<file path="config.mk">
export PLATFORM = sky130hd
export DESIGN_NAME = fe_decode_ctrl_flat
export DESIGN_NICKNAME = d
export VERILOG_FILES = /design/src/rtl/fe_pkg.sv /design/src/rtl/fe_decode_ctrl_if.sv /design/src/rtl/fe_inst_fifo.sv /design/src/rtl/fe_decode_ctrl.sv /design/src/flat_wrapper.sv
export SDC_FILE = /design/constraint.sdc
export NUM_CORES = 1
export LEC_CHECK = 0
export BUFFER_PORTS_ARGS = -buffer_cell sky130_fd_sc_hd__buf_4
export CELL_PAD_IN_SITES_DETAIL_PLACEMENT = 0
export CELL_PAD_IN_SITES_GLOBAL_PLACEMENT = 2
export CORE_MARGIN = 2
export CORE_UTILIZATION = 38
export DETAILED_ROUTE_END_ITERATION = 8
export PLACE_DENSITY_LB_ADDON = 0.1
export SLEW_MARGIN = 20
export SYNTH_ARGS = -nofsm -noshare
export SYNTH_HDL_FRONTEND = slang
export SYNTH_SLANG_ARGS = --single-unit
</file>
<file path="constraint.sdc">
create_clock -name clk_i -period 2.9 [get_ports clk_i]
set_clock_uncertainty 0.05 [all_clocks]
set_input_delay 0.145 -clock clk_i [delete_from_list [all_inputs] [get_ports clk_i]]
set_output_delay 0.145 -clock clk_i [all_outputs]
set_load 0.01 [all_outputs]
</file>
<file path="src/rtl/fe_pkg.sv">
// Shared front-end types: instruction/PC width, decoded bundle width and queue entry layout.
package fe_pkg;

  localparam int WORD_SIZE                 = 16;
  localparam int DECODED_INSTRUCTION_WIDTH = 64;

  typedef struct packed {
    logic [WORD_SIZE-1:0] inst;
    logic [WORD_SIZE-1:0] pc;
  } fe_queue_entry_s;

endpackage

</file>
<file path="src/rtl/fe_decode_ctrl_if.sv">
// Fetch, decoder, back-end and flush signals of the front-end sequencer.
// master = surrounding pipeline, slave = fe_decode_ctrl.
interface fe_decode_ctrl_if
  import fe_pkg::*;
#(
  parameter int WORD_SIZE_P               = WORD_SIZE,
  parameter int DECODED_INSTRUCTION_WIDTH = fe_pkg::DECODED_INSTRUCTION_WIDTH,
  parameter int DEPTH_P                   = 4
);

  logic                                 fetch_v_i;
  logic [WORD_SIZE_P-1:0]               fetch_inst_i;
  logic [WORD_SIZE_P-1:0]               fetch_pc_i;
  logic                                 fetch_ready_o;
  logic [WORD_SIZE_P-1:0]               dec_inst_o;
  logic [DECODED_INSTRUCTION_WIDTH-1:0] dec_i;
  logic                                 be_v_o;
  logic [DECODED_INSTRUCTION_WIDTH-1:0] be_decoded_o;
  logic [WORD_SIZE_P-1:0]               be_pc_o;
  logic                                 be_ready_i;
  logic                                 flush_i;
  logic [$clog2(DEPTH_P):0]             count_o;

  modport master (
    output fetch_v_i, fetch_inst_i, fetch_pc_i, dec_i, be_ready_i, flush_i,
    input  fetch_ready_o, dec_inst_o, be_v_o, be_decoded_o, be_pc_o, count_o
  );

  modport slave (
    input  fetch_v_i, fetch_inst_i, fetch_pc_i, dec_i, be_ready_i, flush_i,
    output fetch_ready_o, dec_inst_o, be_v_o, be_decoded_o, be_pc_o, count_o
  );

endinterface

</file>
<file path="src/rtl/fe_inst_fifo.sv">
// Circular instruction queue of {inst, pc}; head is combinational from the read pointer.
// Caller guarantees no enq when full and no deq when empty; flush clears pointers and count.
module fe_inst_fifo
  import fe_pkg::*;
#(
  parameter int DEPTH_P = 4
) (
  input  logic                     clk,
  input  logic                     rst_n,
  input  logic                     enq,
  input  logic                     deq,
  input  logic                     flush,
  input  fe_queue_entry_s          wr_entry,
  output fe_queue_entry_s          head,
  output logic                     full,
  output logic                     empty,
  output logic [$clog2(DEPTH_P):0] count
);

  localparam int AW = $clog2(DEPTH_P);
  localparam int CW = AW + 1;

  fe_queue_entry_s mem [DEPTH_P];
  logic [AW-1:0]   rd_ptr;
  logic [AW-1:0]   wr_ptr;

  assign head  = mem[rd_ptr];
  assign full  = (count == CW'(DEPTH_P));
  assign empty = (count == '0);

  // Pointers are exactly log2(depth) wide, so increment wraps on its own.
  always_ff @(posedge clk or negedge rst_n) begin
    if (!rst_n) begin
      rd_ptr <= '0;
      wr_ptr <= '0;
      count  <= '0;
      for (int i = 0; i < DEPTH_P; i++) begin
        mem[i] <= '0;
      end
    end else if (flush) begin
      rd_ptr <= '0;
      wr_ptr <= '0;
      count  <= '0;
    end else begin
      if (enq) begin
        mem[wr_ptr] <= wr_entry;
        wr_ptr      <= wr_ptr + 1'b1;
      end
      if (deq) begin
        rd_ptr <= rd_ptr + 1'b1;
      end
      if (enq && !deq) begin
        count <= count + 1'b1;
      end else if (deq && !enq) begin
        count <= count - 1'b1;
      end
    end
  end

endmodule

</file>
<file path="src/rtl/fe_decode_ctrl.sv">
// Front-end sequencer: queues fetched words, registers decoder output for the back end.
// Fetch-to-be_v latency 2 cycles; be_* held stable while be_ready_i is low; flush drops everything.
module fe_decode_ctrl
  import fe_pkg::*;
#(
  parameter int WORD_SIZE_P               = WORD_SIZE,
  parameter int DECODED_INSTRUCTION_WIDTH = fe_pkg::DECODED_INSTRUCTION_WIDTH,
  parameter int DEPTH_P                   = 4
) (
  input  logic              clk_i,
  input  logic              reset_n_i,
  fe_decode_ctrl_if.slave   bus
);

  logic                                 enq;
  logic                                 load;
  logic                                 full;
  logic                                 empty;
  fe_queue_entry_s                      wr_entry;
  fe_queue_entry_s                      head;
  logic [$clog2(DEPTH_P):0]             count;
  logic                                 be_v;
  logic [DECODED_INSTRUCTION_WIDTH-1:0] be_decoded;
  logic [WORD_SIZE_P-1:0]               be_pc;

  // No full-queue bypass: a dequeue in the same cycle does not open a slot.
  assign enq      = bus.fetch_v_i & ~full & ~bus.flush_i;
  assign load     = ~empty & (~be_v | bus.be_ready_i) & ~bus.flush_i;
  assign wr_entry = '{inst: bus.fetch_inst_i, pc: bus.fetch_pc_i};

  fe_inst_fifo #(
    .DEPTH_P (DEPTH_P)
  ) u_fifo (
    .clk      (clk_i),
    .rst_n    (reset_n_i),
    .enq      (enq),
    .deq      (load),
    .flush    (bus.flush_i),
    .wr_entry (wr_entry),
    .head     (head),
    .full     (full),
    .empty    (empty),
    .count    (count)
  );

  always_ff @(posedge clk_i or negedge reset_n_i) begin
    if (!reset_n_i) begin
      be_v       <= 1'b0;
      be_decoded <= '0;
      be_pc      <= '0;
    end else if (bus.flush_i) begin
      be_v <= 1'b0;
    end else if (load) begin
      be_v       <= 1'b1;
      be_decoded <= bus.dec_i;
      be_pc      <= head.pc;
    end else if (be_v && bus.be_ready_i) begin
      be_v <= 1'b0;
    end
  end

  assign bus.fetch_ready_o = ~full;
  assign bus.dec_inst_o    = head.inst;
  assign bus.be_v_o        = be_v;
  assign bus.be_decoded_o  = be_decoded;
  assign bus.be_pc_o       = be_pc;
  assign bus.count_o       = count;

endmodule

</file>
<file path="src/flat_wrapper.sv">
// flat-port wrapper written by rule: the top's interface ports become plain ports
module fe_decode_ctrl_flat import fe_pkg::*;
#(
  parameter int WORD_SIZE_P               = WORD_SIZE,
  parameter int DECODED_INSTRUCTION_WIDTH = fe_pkg::DECODED_INSTRUCTION_WIDTH,
  parameter int DEPTH_P                   = 4
)
  (clk_i, reset_n_i, bus_fetch_v_i, bus_fetch_inst_i, bus_fetch_pc_i, bus_dec_i, bus_be_ready_i, bus_flush_i, bus_fetch_ready_o, bus_dec_inst_o, bus_be_v_o, bus_be_decoded_o, bus_be_pc_o, bus_count_o);
  fe_decode_ctrl_if #(.WORD_SIZE_P(WORD_SIZE_P), .DECODED_INSTRUCTION_WIDTH(DECODED_INSTRUCTION_WIDTH), .DEPTH_P(DEPTH_P)) bus_i ();
  input  logic clk_i;
  input  logic reset_n_i;
  input wire logic [$bits(bus_i.fetch_v_i)-1:0] bus_fetch_v_i;
  input wire logic [$bits(bus_i.fetch_inst_i)-1:0] bus_fetch_inst_i;
  input wire logic [$bits(bus_i.fetch_pc_i)-1:0] bus_fetch_pc_i;
  input wire logic [$bits(bus_i.dec_i)-1:0] bus_dec_i;
  input wire logic [$bits(bus_i.be_ready_i)-1:0] bus_be_ready_i;
  input wire logic [$bits(bus_i.flush_i)-1:0] bus_flush_i;
  output wire logic [$bits(bus_i.fetch_ready_o)-1:0] bus_fetch_ready_o;
  output wire logic [$bits(bus_i.dec_inst_o)-1:0] bus_dec_inst_o;
  output wire logic [$bits(bus_i.be_v_o)-1:0] bus_be_v_o;
  output wire logic [$bits(bus_i.be_decoded_o)-1:0] bus_be_decoded_o;
  output wire logic [$bits(bus_i.be_pc_o)-1:0] bus_be_pc_o;
  output wire logic [$bits(bus_i.count_o)-1:0] bus_count_o;
  assign bus_i.fetch_v_i = bus_fetch_v_i;
  assign bus_i.fetch_inst_i = bus_fetch_inst_i;
  assign bus_i.fetch_pc_i = bus_fetch_pc_i;
  assign bus_i.dec_i = bus_dec_i;
  assign bus_i.be_ready_i = bus_be_ready_i;
  assign bus_i.flush_i = bus_flush_i;
  assign bus_fetch_ready_o = bus_i.fetch_ready_o;
  assign bus_dec_inst_o = bus_i.dec_inst_o;
  assign bus_be_v_o = bus_i.be_v_o;
  assign bus_be_decoded_o = bus_i.be_decoded_o;
  assign bus_be_pc_o = bus_i.be_pc_o;
  assign bus_count_o = bus_i.count_o;
  fe_decode_ctrl #(.WORD_SIZE_P(WORD_SIZE_P), .DECODED_INSTRUCTION_WIDTH(DECODED_INSTRUCTION_WIDTH), .DEPTH_P(DEPTH_P)) u_core (.clk_i(clk_i), .reset_n_i(reset_n_i), .bus(bus_i));
endmodule
</file>
Word-level counts from Yosys, hierarchy flattened. Cells that the tools add are included.

Reduce and logical (&&, ||, !) cells: 13. Order comparisons: 3. $add $sub $neg: 4. Bitwise logic cells: 11. Eq/ne operators: 1. Multiplexer cells: 16.

Operators by type and width (count): 128-bit bitwise mux (1); 32-bit 2-to-1 mux (3); 32-bit binary-select mux with 2-bit select (1); 32-bit demux with 2-bit select (1); 3-bit 2-to-1 mux (3); 2-bit 2-to-1 mux (4); 3-bit >= comparator (second input constant) (2); 2-bit NOT with 3-bit output (2); 3-bit nonzero test (2); 2-bit by 1-bit adder with 2-bit output (second input constant) (2); 1-bit bitwise AND (4); 1-bit logical AND (4); 1-bit NOT (4); 2-bit AND reduction (2); 2-bit nonzero test (2); 3-bit by 1-bit adder with 3-bit output (second input constant) (1); 3-bit == test (second input constant) (1); 3-bit zero test (1); 3-bit by 1-bit less-than comparator with 1-bit output (second input constant) (1); 1-bit 2-to-1 mux (3); 3-bit by 1-bit subtractor with 3-bit output (second input constant) (1); 1-bit zero test (2); 1-bit bitwise OR (1).

Output and inout port bits: 101. Register bits: 216. Word-level logic and storage cells: 62.

Depth between registers and ports, before layout. Gate-level depths: netlist (run 1).

Depth in word-level cells: 9. Gate-level depth with buffers: 8. Gate-level depth less buffers: 8.

Hierarchy. Synthesis (run 1) repeated with hierarchy kept, for this count alone.

Cell total of the unflattened synthesis: 530. Area total of the unflattened synthesis: 9442.8 µm².

By module, submodules not included: fe_inst_fifo (cells each 353, instances 1, sequential area each 3378.2 µm², area an instance 5988.2 µm²); fe_decode_ctrl (cells each 177, instances 1, sequential area each 2026.9 µm², area an instance 3454.6 µm²).

Worst setup path after synthesis (run 1). Ideal clock, no wire load.

Kind: register to register. From: reg u_core.u_fifo.count[1]. To: reg u_core.u_fifo.count[2]. Data required time: 2.764 ns. Buffers on the path: 0. Period minus slack after synthesis: 2.395 ns. Data arrival time: 2.259 ns. Cell stages (with the launch flop): 9. Setup slack: 0.505 ns. Library setup time: 0.086 ns. Path through: dfrtp_1 > nor3b_1 > inv_1 > nand2_1 > nor3_1 > fa_1 > a2111o_1 > and3b_2 > nor3_1.

RTL lines: start: declaration (line fe_inst_fifo.sv:17) `output logic [$clog2(DEPTH_P):0] count`; start signal: assignment (line fe_inst_fifo.sv:53) `count <= count + 1'b1;`; start signal: assignment (line fe_inst_fifo.sv:55) `count <= count - 1'b1;`; 3-bit == test * (line fe_inst_fifo.sv:28) `assign full = (count == CW'(DEPTH_P));`; 1-bit NOT *; named net bus_fetch_ready_o (line flat_wrapper.sv:18) `output wire logic [$bits(bus_i.fetch_ready_o)-1:0] bus_fetch_ready_o;`; 1-bit bitwise AND * (2 in series) (line fe_decode_ctrl.sv:27) `assign enq = bus.fetch_v_i & ~full & ~bus.flush_i;`; 1-bit logical AND or 1-bit zero test (tied branches) (line fe_inst_fifo.sv:52, fe_inst_fifo.sv:54); 3-bit 2-to-1 mux or 1-bit logical AND (tied branches) (line fe_inst_fifo.sv:52, fe_inst_fifo.sv:54); 3-bit 2-to-1 mux or 3-bit nonzero test (tied branches).

The timed path passes the listed nets; every way through them passes the cells marked *. The select of a mux whose other input is x is not followed. A chain may end at the register's enable or synchronous reset.

Final worst setup path (run 1).
From: reg u_core.u_fifo.count[2]. To: reg u_core.u_fifo.count[2].

Longest elaborated chain between the ends: 8.

RTL lines: 3-bit zero test (line fe_inst_fifo.sv:29) `assign empty = (count == '0);`; 1-bit NOT (line fe_decode_ctrl.sv:28) `assign load = ~empty & (~be_v | bus.be_ready_i) & ~bus.flush_i;`; 1-bit bitwise AND (2 in series) (line fe_decode_ctrl.sv:28); 1-bit zero test (line fe_inst_fifo.sv:52) `if (enq && !deq) begin`; 1-bit logical AND (line fe_inst_fifo.sv:52); 3-bit 2-to-1 mux (line fe_inst_fifo.sv:52); 3-bit 2-to-1 mux (line fe_inst_fifo.sv:40) `end else if (flush) begin`.

Parallel ways exist; a longest one is shown, timed or not. The select of a mux whose other input is x is not followed.

==> results by group, run 1 <==
Logic synthesis
  – Most common cell in the netlist: dfrtp_1
  – Netlist cell types: 25
  – Synth Flop Type: dfrtp_1
  – Post-synthesis async set-or-reset flop share: 1.00
  – Mapped Area: 9080 um2
  – Top cell type by total area after synthesis: dfrtp_1
  – Yosys top cell area share: 0.595
  – Synth top area cells: dfrtp_1 (60%), mux2_2 (26%), mux4_2 (7.9%)
  – Post-synth top cells: dfrtp_1 (216), mux2_2 (210), mux4_2 (32), buf_4 (29), buf_2 (13)
  – Count of flip-flops with a built-in enable after synthesis: 0
  – Synth warn: 0
  – Syn Inst Count: 549
  – Net count after synthesis: 655
  – Flops & latches, synth: 216
  – Synth Area per Inst: 16.5 um2
  – Seq/Total Area, Yosys: 0.595

Power and ir drop
  – VDD IR max: 452 uV
  – Pwr Density: around 1100 nW/um2
  – Total power: 13.5 mW
  – Static Leak: just under 6 nW

Setup path
  – CP peak stage delay: roughly 420 ps
  – Crit Path Max Fanout: 6
  – Worst-path cell chain: nor3b_1 > inv_1 > nand2_1 > nor3_1 > fa_1 > a2111o_1 > and3b_2 > nor3_1
  – Reg2Reg Depth: 8
  – Worst path arrival time: 2890 ps
  – Setup CP Type: reg -> reg
  – Startpoint types: register
  – Family with the most delay on the worst path: simple AND/OR/NAND/NOR gates
  – Worst Path Buf+Inv: 1
  – Critical Path End Type: register
  – CP max stage cell: dfrtp_1
  – Critical Path RT: between 3000 and 4000 ps
  – Worst path most repeated cell: nor3_1
  – R2R setup slack: ~370 ps
  – End of the worst register-to-register path: u_core.u_fifo.count[2]
  – Reg2Reg Launch Point: u_core.u_fifo.count[2]

Global route
  – Remaining Overflow, GRT: 0
  – First-pass GRT wire length: around 33000 um
  – Routing usage on met2: 0.294
  – All-layer global routing usage: 0.167
  – Grt met3 use: 0.0305
  – Initial antenna violation count: 0
  – Vias in the first global route: about 6.2k
  – Largest net degree at the start of global routing: 80
  – GRT busiest layer: met2
  – Met1 Use GR: 0.210

STA
  – Period utilization: 0.872
  – Worst slew pin tran: 781 ps
  – Final number of setup-violating endpoints: 0
  – Fmax: 396 MHz
  – Final Hold Fails: 0
  – Setup TNS: 0 ps
  – RSZ-0062 raised after global routing: false
  – Rel. slew slack: 0.479
  – Worst hold slack: 198 ps
  – Max Transition Viols Final: 0
  – Minimum clock period: about 2500 ps
  – PnR worst setup slack: 372 ps

Worst hold path
  – Hold crit path type: in -> async

Route
  – WL/cell: between 15 and 20 um
  – Initial DRC Count: 162
  – DRC: 0
  – Vias: approximately 5.7k
  – Drt first pass iters: 4
  – Antenna viol nets, final: 0
  – Drt total wl: between 20000 and 25000 um
  – Drt via density: about 4.8

CTS
  – Clk Latency, worst-skew pair: roughly 500 ps
  – CTS clk-pin slew, worst paths: 60 ps
  – TritonCTS Buffers: 25
  – H-Tree Depth: 1
  – Cts repair resizes: 0
  – Clock Tree Buf Depth: 3
  – CTS tree: yes
  – Root Driver: clkbuf_16
  – CTS Sinks: 216

Floorplan
  – CORE AREA: 23500 um2
  – Top Ports: a little over 200
  – Std-Cell Rows: 56
  – Initial core utilization: 0.387
  – Die Y: 159 um
  – Width of the die: 159 um
  – Die area: 25200 um2

Layout
  – Final instance area: 12700 um2
  – Layout Area Growth over Synthesis: 40.2%
  – Final nets: about 950
  – Finished Layout Cells: 1180
  – Ant diodes: 0
  – Post-layout util: 0.542
  – FILL cells: 1920
  – Share of cells above drive strength 1: 0.583

Placement
  – Post-Place Cells: 1038
  – GPL Wtd Cong: between 0.7 and 0.8
  – Hpwl dp: 13000 um
  – Place WS: 446 ps
  – Placed instance area: 10900 um2
  – Port bufs: approximately 200

Outcome
  – Status: finished clean

Job
  – # Max-Cap Violations: 0
area by class of cell:
class / instances / area (um2) / share of cell area
clock buffers: 35 / 713 / 0.0560
clock inverters: 6 / 130 / 0.0102
inverters: 6 / 22.5 / 0.00177
multi-input cells: 282 / 3380 / 0.265
flip-flops and latches: 216 / 5410 / 0.425
well taps: 319 / 399 / 0.0313
repair buffers: 316 / 2680 / 0.211
what timing repair did:
action / in CTS / in global routing
buffers inserted: 0 / 0
hold buffers: 101 / 0
endpoints found under the hold margin: 277 / 0
cells in the final DEF (no fill, tap or decap), drive strengths merged, types with 4 or more instances in the layout:
master | synthesis | routed
dfrtp | 216 | 216
buf | 42 | 214
mux2 | 210 | 210
dlygate4sd3 | 0 | 101
clkbuf | 3 | 36
mux4 | 32 | 32
nor2 | 8 | 8
inv | 6 | 6
nand2 | 6 | 6
nor3 | 5 | 5
ha | 4 | 4
bufinv | 0 | 4
worst register-to-register path, delay by kind of cell (launching register included):
family	cells	cell delay, ps
DFF	1	420
AOI/OAI and AO/OA	1	360
adders and majority gates	1	390
buffers and inverters	1	130
and+or+nand+nor	5	1070
worst max-delay path by stage:
stage | from | to | slack, ps | depth (start not counted)
floorplan | u_core.u_fifo.count[1] | u_core.u_fifo.count[2] | 500 | 8
global placement | u_core.u_fifo.count[1] | u_core.u_fifo.count[2] | 460 | 8
detailed placement | u_core.u_fifo.count[0] | u_core.u_fifo.count[2] | 450 | 8
CTS | u_core.u_fifo.count[2] | u_core.u_fifo.count[2] | 360 | 8
global route | u_core.u_fifo.count[2] | u_core.u_fifo.count[2] | 200 | 8
finish | u_core.u_fifo.count[2] | u_core.u_fifo.count[2] | 370 | 8
cells by family (layout without fill, tap and decap cells):
group           count (synthesis)  count (layout)  synth area share
compound gates                  5               5           0.00413
flops                         216             216             0.595
mux                           242             242             0.340
buf+inv                        51             363            0.0348
fa+ha+maj                       5               5           0.00771
simple gates                   26              26            0.0147
xor+xnor                        4               4           0.00386
registers in the layout, summed over array words and instances, names as in the netlist:
signal	count
u_core.bus.be_pc_o	16
u_core.u_fifo.mem	128
u_core.bus.be_v_o	1
u_core.u_fifo.wr_ptr	2
u_core.u_fifo.rd_ptr	2
u_core.u_fifo.count	3
u_core.bus.be_decoded_o	64
per-layer routing:
| layer | vias to the layer above | share of wire |
|---|---|---|
| met5 | - | 0 |
| met4 | 0 | 0.019 |
| met3 | 29 | 0.065 |
| met2 | 169 | 0.49 |
| met1 | 2899 | 0.42 |
| li1 | 2566 | - |
power by group:
part / internal [mW] / total, mW / switching [mW]
logic: 3.10 / 5.02 / 1.91
registers: 4.46 / 5.22 / 0.760
clock network: 2.05 / 3.21 / 1.16
(Power assumes the default switching activity.)
==> run 2: changes to the inputs <==
--- a/config.mk
+++ b/config.mk
@@ -9,10 +9,11 @@
 export CELL_PAD_IN_SITES_DETAIL_PLACEMENT = 0
 export CELL_PAD_IN_SITES_GLOBAL_PLACEMENT = 2
 export CORE_MARGIN = 2
-export CORE_UTILIZATION = 38
+export CORE_UTILIZATION = 39
 export DETAILED_ROUTE_END_ITERATION = 8
 export PLACE_DENSITY_LB_ADDON = 0.1
 export SLEW_MARGIN = 20
 export SYNTH_ARGS = -nofsm -noshare
 export SYNTH_HDL_FRONTEND = slang
+export SYNTH_HIERARCHICAL = 1
 export SYNTH_SLANG_ARGS = --single-unit
==> constraint.sdc (replaced) <==
create_clock -name clk_i -period 2.8 [get_ports clk_i]
set_clock_uncertainty 0.05 [all_clocks]
set_input_delay 0.14 -clock clk_i [delete_from_list [all_inputs] [get_ports clk_i]]
set_output_delay 0.14 -clock clk_i [all_outputs]
set_load 0.01 [all_outputs]
==> results by group, run 2 <==
Outcome
  – Status: finished clean

Logic synthesis
  – Synth warn: 6 (+6)
  – Adder-cell share of the synthesized area: 0.00742 (-0.000293)
  – Synth Area per Inst: 17.8 um2 (+7.7%)
  – Top cell type by total area after synthesis: dfrtp_1
  – Synth top area cells: dfrtp_1 (57%), mux2_2 (15%), mux2_4 (13%)
  – Post-synthesis async set-or-reset flop share: 1.00 (unchanged)
  – Yosys top cell area share: 0.572 (-0.0226)
  – Flops & latches, synth: 216 (unchanged)
  – Mapped Area: 9440 um2 (+4.0%)
  – Mux share of post-synthesis cell area: 0.357 (+0.0172)
  – Area share of and/or/nand/nor cells after synthesis: 0.0154 (+0.000632)
  – Count of flip-flops with a built-in enable after synthesis: 0 (unchanged)
  – Synth Flop Type: dfrtp_1
  – Most common cell in the netlist: dfrtp_1
  – Syn Inst Count: 530 (-3.5%)
  – Net count after synthesis: 636 (-2.9%)
  – XOR/XNOR Fraction of Synth Area: 0.00464 (+0.000781)
  – Netlist cell types: 29 (+16%)
  – Largest family of logic cells by synthesized area: multiplexers
  – Post-synth top cells: dfrtp_1 (216), mux2_2 (128), mux2_4 (79), mux4_2 (32), buf_6 (12)
  – Seq/Total Area, Yosys: 0.572 (-0.0226)
  – Post-synthesis compound-gate area fraction: 0.00133 (-0.00281)

CTS
  – Hold buffer count at cts: 99 (-2.0%)
  – TritonCTS Buffers: 26 (+4.0%)
  – Root Driver: clkbuf_16
  – CTS tree: yes
  – CTS clk-pin slew, worst paths: 60 ps (about the same)
  – H-Tree Depth: 1 (unchanged)
  – CTS Sinks: 216 (unchanged)
  – Clk Latency, worst-skew pair: 530 ps (+30 ps)
  – Post-CTS Setup Repair Bufs: 0 (unchanged)
  – Clock Tree Buf Depth: 3 (unchanged)
  – Cts repair resizes: 0 (unchanged)

STA
  – Setup TNS: 0 ps (unchanged)
  – Period utilization: 0.845 (-0.0265)
  – Final Hold Fails: 0 (unchanged)
  – Final number of setup-violating endpoints: 0 (unchanged)
  – Worst slew pin tran: 669 ps (-112 ps)
  – Max Transition Viols Final: 0 (unchanged)
  – Fmax: 423 MHz (+6.8%)
  – RSZ-0062 raised after global routing: false
  – Minimum clock period: 2370 ps (-161 ps)
  – Rel. slew slack: 0.554 (+0.0743)

Layout
  – Share of cells above drive strength 1: 0.584 (+0.00127)
  – Most common cell after layout, fill and taps aside: dfrtp_1
  – Final instance area: 13000 um2 (+2.1%)
  – Layout Area Growth over Synthesis: 37.7%
  – Ant diodes: 0 (unchanged)
  – Most frequent cells in the layout: dfrtp_1 (214), buf_4 (201), mux2_2 (128)
  – Most flops, register: u_core/u_fifo/mem
  – Final nets: 943 (-1.0%)
  – Max reg flops: 128 (unchanged)
  – Post-layout util: 0.551 (+0.00812)

Setup path
  – R2R setup slack: 430 ps (+60 ps)
  – Critical Path RT: 3150 ps (-110 ps)
  – Setup CP Type: reg -> reg
  – Reg2Reg Launch Point: u_core/u_fifo/count[0]
  – End of the worst register-to-register path: u_core/u_fifo/mem[99]
  – Reg2Reg Depth: 7 (-1)
  – Worst path arrival time: 2710 ps (-180 ps)
  – Crit Path Max Fanout: 23 (+17)
  – Startpoint types: register
  – Critical Path End Type: register

Placement
  – Placed instance area: 11200 um2 (+2.8%)
  – GPL Wtd Cong: 0.772 (+5.8%)
  – Port bufs: 201 (unchanged)
  – Hpwl dp: 13200 um (+1.2%)

Route
  – Initial DRC Count: 244 (+51%)
  – Vias: 5611 (-0.92%)
  – Drt total wl: 21700 um (+3.3%)
  – WL/cell: 18.5 um (+3.9%)
  – Drt via density: 4.78 (-0.33%)
  – Drt first pass iters: 4 (unchanged)
  – Antenna viol nets, final: 0 (unchanged)
  – DRC: 0 (unchanged)

Global route
  – All-layer global routing usage: 0.175 (+0.00768)
  – First-pass GRT wire length: 35800 um (+9.2%)
  – Largest net degree at the start of global routing: 87 (+8.8%)
  – Remaining Overflow, GRT: 0 (unchanged)
  – Vias in the first global route: 6264 (+1.2%)
  – Initial antenna violation count: 0 (unchanged)

Power and ir drop
  – VDD IR max: 498 uV (+10%)
  – Static Leak: 6.30 nW (+8.7%)
  – Pwr Density: 1030 nW/um2 (-2.2%)

Floorplan
  – Die area: 25500 um2 (+1.3%)
  – Top Ports: 202 (unchanged)
  – Width of the die: 160 um (+0.63%)
  – Initial core utilization: 0.400 (+0.0129)
  – Die Y: 160 um (+0.63%)
  – CORE AREA: 23600 um2 (+0.60%)
  – Std-Cell Rows: 56 (unchanged)

Job
  – # Max-Cap Violations: 0 (unchanged)

Worst hold path
  – Hold crit path type: in -> async
[run 2: cell types whose count changed after synthesis, sizes merged, moves of 2 or more]
| cell | before | now |
|---|---|---|
| nand3 | 2 | 0 |
| a21oi | 2 | 0 |
| buf | 42 | 29 |
| mux2 | 210 | 208 |
| nor2b | 1 | 4 |
| nor3 | 5 | 2 |
| nor3b | 1 | 3 |
[run 2: worst max path at each step]
stage	startpoint	endpoint	depth (start not counted)
floorplan	u_core/u_fifo/count[0]	u_core/u_fifo/count[2]	10
global route	u_core/u_fifo/count[0]	u_core/u_fifo/mem[99]	7
global placement	u_core/u_fifo/count[0]	u_core/u_fifo/mem[101]	7
detailed placement	u_core/u_fifo/count[0]	u_core/u_fifo/mem[40]	7
CTS	u_core/u_fifo/count[0]	u_core/u_fifo/mem[40]	7
finish	u_core/u_fifo/count[0]	u_core/u_fifo/mem[99]	7
[run 2: power breakdown]
part	internal (mW)	switching (mW)	total (mW)
sequential	4.31	0.656	4.97
clock	1.92	1.25	3.17
combinational	3.33	1.97	5.30
total	9.56	3.88	13.4
[run 2: metrics by stage]
| stage | total power, mW | hold slack (ps) | worst slack [ps] | std cells |
|---|---|---|---|---|
| 2_1_floorplan | 8.36 | -206 | 468 | 530 |
| 3_3_place_gp | 10.1 | 102 | 562 | 1029 |
| 3_5_place_dp | 10.2 | 110 | 416 | 1029 |
| 4_1_cts | 13.6 | 155 | 390 | 1173 |
| 5_1_grt | 14.2 | 170 | 265 | 1173 |
| 6_report | 13.4 | 127 | 434 | 1173 |
[run 2: cell type report]
| class | instances | area [um2] |
|---|---|---|
| tap | 319 | 399 |
| multi-input combinational | 277 | 3650 |
| inverter | 6 | 22.5 |
| fill | 1896 | 10600 |
| sequential | 216 | 5410 |
| clock buffer | 41 | 787 |
| clock inverter | 4 | 37.5 |
| timing repair buffer | 310 | 2700 |
[run 2: routing by layer]
layer,GRT usage,up-vias,part of all wire
met4,0.0376,0,0.018
met2,0.296,145,0.49
met3,0.0333,26,0.048
li1,-,2533,-
met1,0.234,2907,0.44
met5,0,-,0
[run 2: critical path, cell delays in order, from the launching register on]
cell     delay (ps)
dfrtp_1         400
inv_1           100
and3_1          190
nor3b_1         370
nor2b_4         290
nand2_2         260
buf_12          270
mux2_2          280
[run 2: kinds of logic after synthesis]
| group | Yosys count |
|---|---|
| xor+xnor | 5 |
| fa+ha+maj | 5 |
| buf+inv | 37 |
| simple gates | 24 |
| mux | 241 |
| flops | 216 |
| compound gates | 2 |
==> run 3: changes to the inputs <==
--- a/config.mk
+++ b/config.mk
@@ -5,11 +5,12 @@
 export SDC_FILE = /design/constraint.sdc
 export NUM_CORES = 1
 export LEC_CHECK = 0
+export ABC_AREA = 1
 export BUFFER_PORTS_ARGS = -buffer_cell sky130_fd_sc_hd__buf_4
 export CELL_PAD_IN_SITES_DETAIL_PLACEMENT = 0
 export CELL_PAD_IN_SITES_GLOBAL_PLACEMENT = 2
 export CORE_MARGIN = 2
-export CORE_UTILIZATION = 39
+export CORE_UTILIZATION = 33
 export DETAILED_ROUTE_END_ITERATION = 8
 export PLACE_DENSITY_LB_ADDON = 0.1
 export SLEW_MARGIN = 20
==> constraint.sdc (replaced) <==
create_clock -name clk_i -period 2.3 [get_ports clk_i]
set_clock_uncertainty 0.05 [all_clocks]
set_input_delay 0.115 -clock clk_i [delete_from_list [all_inputs] [get_ports clk_i]]
set_output_delay 0.115 -clock clk_i [all_outputs]
set_load 0.01 [all_outputs]
==> results by group, run 3 <==
Floorplan
  – Initial core utilization: 0.337 (-0.0629)
  – Width of the die: 173 um (+8.3%)
  – Die Y: 173 um (+8.3%)
  – Top Ports: 202 (unchanged)
  – Std-Cell Rows: 61 (+8.9%)
  – Die area: 29900 um2 (+17%)
  – CORE AREA: 27900 um2 (+18%)

CTS
  – Root Driver: clkbuf_16
  – TritonCTS Buffers: 26 (unchanged)
  – CTS clk-pin slew, worst paths: 60 ps (about the same)
  – Post-CTS Setup Repair Bufs: 0 (unchanged)
  – CTS Sinks: 216 (unchanged)
  – H-Tree Depth: 1 (unchanged)
  – Clk Latency, worst-skew pair: 530 ps (about the same)
  – CTS tree: yes
  – Clock Tree Buf Depth: 3 (unchanged)

Layout
  – FILL cells: 2821 (+49%)
  – Share of cells above drive strength 1: 0.228 (-0.356)
  – Ant diodes: 0 (unchanged)
  – Final nets: 1419 (+50%)
  – Most common cell after layout, fill and taps aside: nand2_1
  – Layout Area Growth over Synthesis: 37.8% (about the same)
  – Most flops, register: u_core/u_fifo/mem
  – Max reg flops: 128 (unchanged)
  – Post-layout util: 0.464 (-0.0862)
  – Most frequent cells in the layout: nand2_1 (303), dfrtp_1 (215), buf_4 (212)

Route
  – Drt total wl: 26800 um (+23%)
  – Metal3 WL: 1220 um (+16%)
  – Met2 WL: 12300 um (+15%)
  – M1 WL: 12700 um (+32%)
  – Drt via density: 4.64 (-3.1%)
  – Drt first pass iters: 4 (unchanged)
  – WL/cell: 15.7 um (-15%)
  – Top Layer Used: met4
  – Vias: 7916 (+41%)
  – DRC: 0 (unchanged)
  – Initial DRC Count: 432 (+77%)
  – Antenna viol nets, final: 0 (unchanged)

Job
  – # Max-Cap Violations: 0 (unchanged)

Logic synthesis
  – Seq/Total Area, Yosys: 0.574 (+0.00183)
  – Count of flip-flops with a built-in enable after synthesis: 0 (unchanged)
  – Synth top area cells: dfrtp_1 (57%), nand2_1 (12%), o21ai_1 (5.5%)
  – Mapped Area: 9410 um2 (-0.32%)
  – Most common cell in the netlist: nand2_1
  – Post-synthesis async set-or-reset flop share: 1.00 (unchanged)
  – Post-synth top cells: nand2_1 (304), dfrtp_1 (216), o21ai_1 (104), nand3_1 (84), nor2_1 (66)
  – Top cell type by total area after synthesis: dfrtp_1
  – Syn Inst Count: 1032 (+95%)
  – Synth Flop Type: dfrtp_1
  – Yosys top cell area share: 0.574 (+0.00183)
  – Netlist cell types: 23 (-21%)
  – Flops & latches, synth: 216 (unchanged)
  – Synth Area per Inst: 9.12 um2 (-49%)
  – Net count after synthesis: 1138 (+79%)
  – Synth warn: 6 (unchanged)

Global route
  – Vias in the first global route: 8140 (+30%)
  – Remaining Overflow, GRT: 0 (unchanged)
  – First-pass GRT wire length: 44600 um (+25%)
  – Largest net degree at the start of global routing: 82 (-5.7%)
  – Initial antenna violation count: 0 (unchanged)
  – All-layer global routing usage: 0.182 (+0.00784)

Power and ir drop
  – VDD IR max: 539 uV (+8.2%)
  – Pwr Density: 1150 nW/um2 (+11%)
  – Total power: 14.9 mW (+11%)
  – Static Leak: 6.58 nW (+4.4%)

STA
  – RSZ-0062 raised after global routing: false
  – Worst hold slack: 57.2 ps (-70.2 ps)
  – Worst slew pin tran: 981 ps (+312 ps)
  – Final Hold Fails: 0 (unchanged)
  – Setup TNS: 0 ps (unchanged)
  – Final number of setup-violating endpoints: 0 (unchanged)
  – Rel. slew slack: 0.346 (-0.208)
  – Period utilization: 0.913
  – Minimum clock period: 2100 ps
  – Fmax: 476 MHz
  – Max Transition Viols Final: 0 (unchanged)

Setup path
  – CP max stage cell: dfrtp_2
  – Worst path arrival time: 1930 ps (-780 ps)
  – Critical Path RT: 2130 ps (-1020 ps)
  – Critical Path End Type: primary output
  – Family with the most delay on the worst path: buffers and inverters
  – Worst Path Buf+Inv: 3 (+1)
  – Setup CP Type: reg -> out
  – Worst-path cell chain: inv_2 > buf_12 > nor2_1 > o22ai_1 > buf_4
  – Crit Path Max Fanout: 38 (+65%)
  – CP peak stage delay: 430 ps (+30 ps)
  – Startpoint types: register

Placement
  – GPL Wtd Cong: 0.730 (-5.4%)
  – Port bufs: 201 (unchanged)
  – Hpwl dp: 15400 um (+17%)

Worst hold path
  – Hold crit path type: in -> reg

Outcome
  – Status: finished clean
run 3: worst reg2reg max path: cells and delay by family, from the launching register on:
family	cells	cell delay (ps)
DFF	1	420
and+or+nand+nor	9	760
adders and majority gates	1	380
buffers and inverters	4	300
run 3: power breakdown:
group	leakage (nW)	switching [mW]	internal, mW	total, mW
Combinational	3.39	2.85	2.36	5.21
Clock	0.393	1.54	2.38	3.92
Sequential	2.79	0.685	5.13	5.81
run 3: logic make-up after synthesis:
kind of cell / synth area share
AND/OR/NAND/NOR: 0.203
AO/OA/AOI/OAI: 0.141
flip-flops: 0.574
buffers and inverters: 0.0740
adder cells (fa/ha/maj): 0.00744
run 3: final timing paths:
kind / cells past startpoint / endpoint / from / slack [ps]
worst max-delay path: 5 / bus_dec_inst_o[7] / u_core/u_fifo/rd_ptr[0] / 200
worst min-delay path: 7 / u_core/u_fifo/rd_ptr[0] / bus_be_ready_i / 60
worst max register to register: 14 / u_core/u_fifo/count[2] / u_core/u_fifo/count[2] / 260
worst min register to register: 2 / u_core/bus.be_decoded_o[62] / u_core/bus.be_decoded_o[62] / 420
max in group asynchronous: 3 / u_core/bus.be_decoded_o[28] / reset_n_i / 1330
min in group asynchronous: 2 / u_core/bus.be_decoded_o[4] / reset_n_i / 110
run 3: layout make-up:
class | instances | area [um2] | area share
Clock inverter | 2 | 35.0 | 0.00270
Sequential cell | 216 | 5410 | 0.417
Timing Repair Buffer | 321 | 2780 | 0.214
Multi-Input combinational cell | 701 | 3330 | 0.257
Inverter | 47 | 176 | 0.0136
Tap cell | 378 | 473 | 0.0365
Clock buffer | 42 | 772 | 0.0595
run 3: stage by stage:
stage | area (um2) | setup WS [ps] | cells
finish | 13000 | 201 | 1707
floorplan | 9410 | 130 | 1032
detailed placement | 11200 | 218 | 1565
global route | 13000 | 33.0 | 1707
global placement | 11200 | 229 | 1565
CTS | 13000 | 150 | 1707
run 3: per-layer routing:
metal / vias to the layer above / global-route usage
li1: 3953 / -
met1: 3727 / 0.253
met2: 199 / 0.303
met3: 37 / 0.0259
met4: 0 / 0.0424
met5: - / 0
run 3: repair_timing:
action	in CTS	in global routing
resized for setup	0	1
hold buffers	98	0
endpoints found under the hold margin	288	0
setup endpoints to repair	0	6
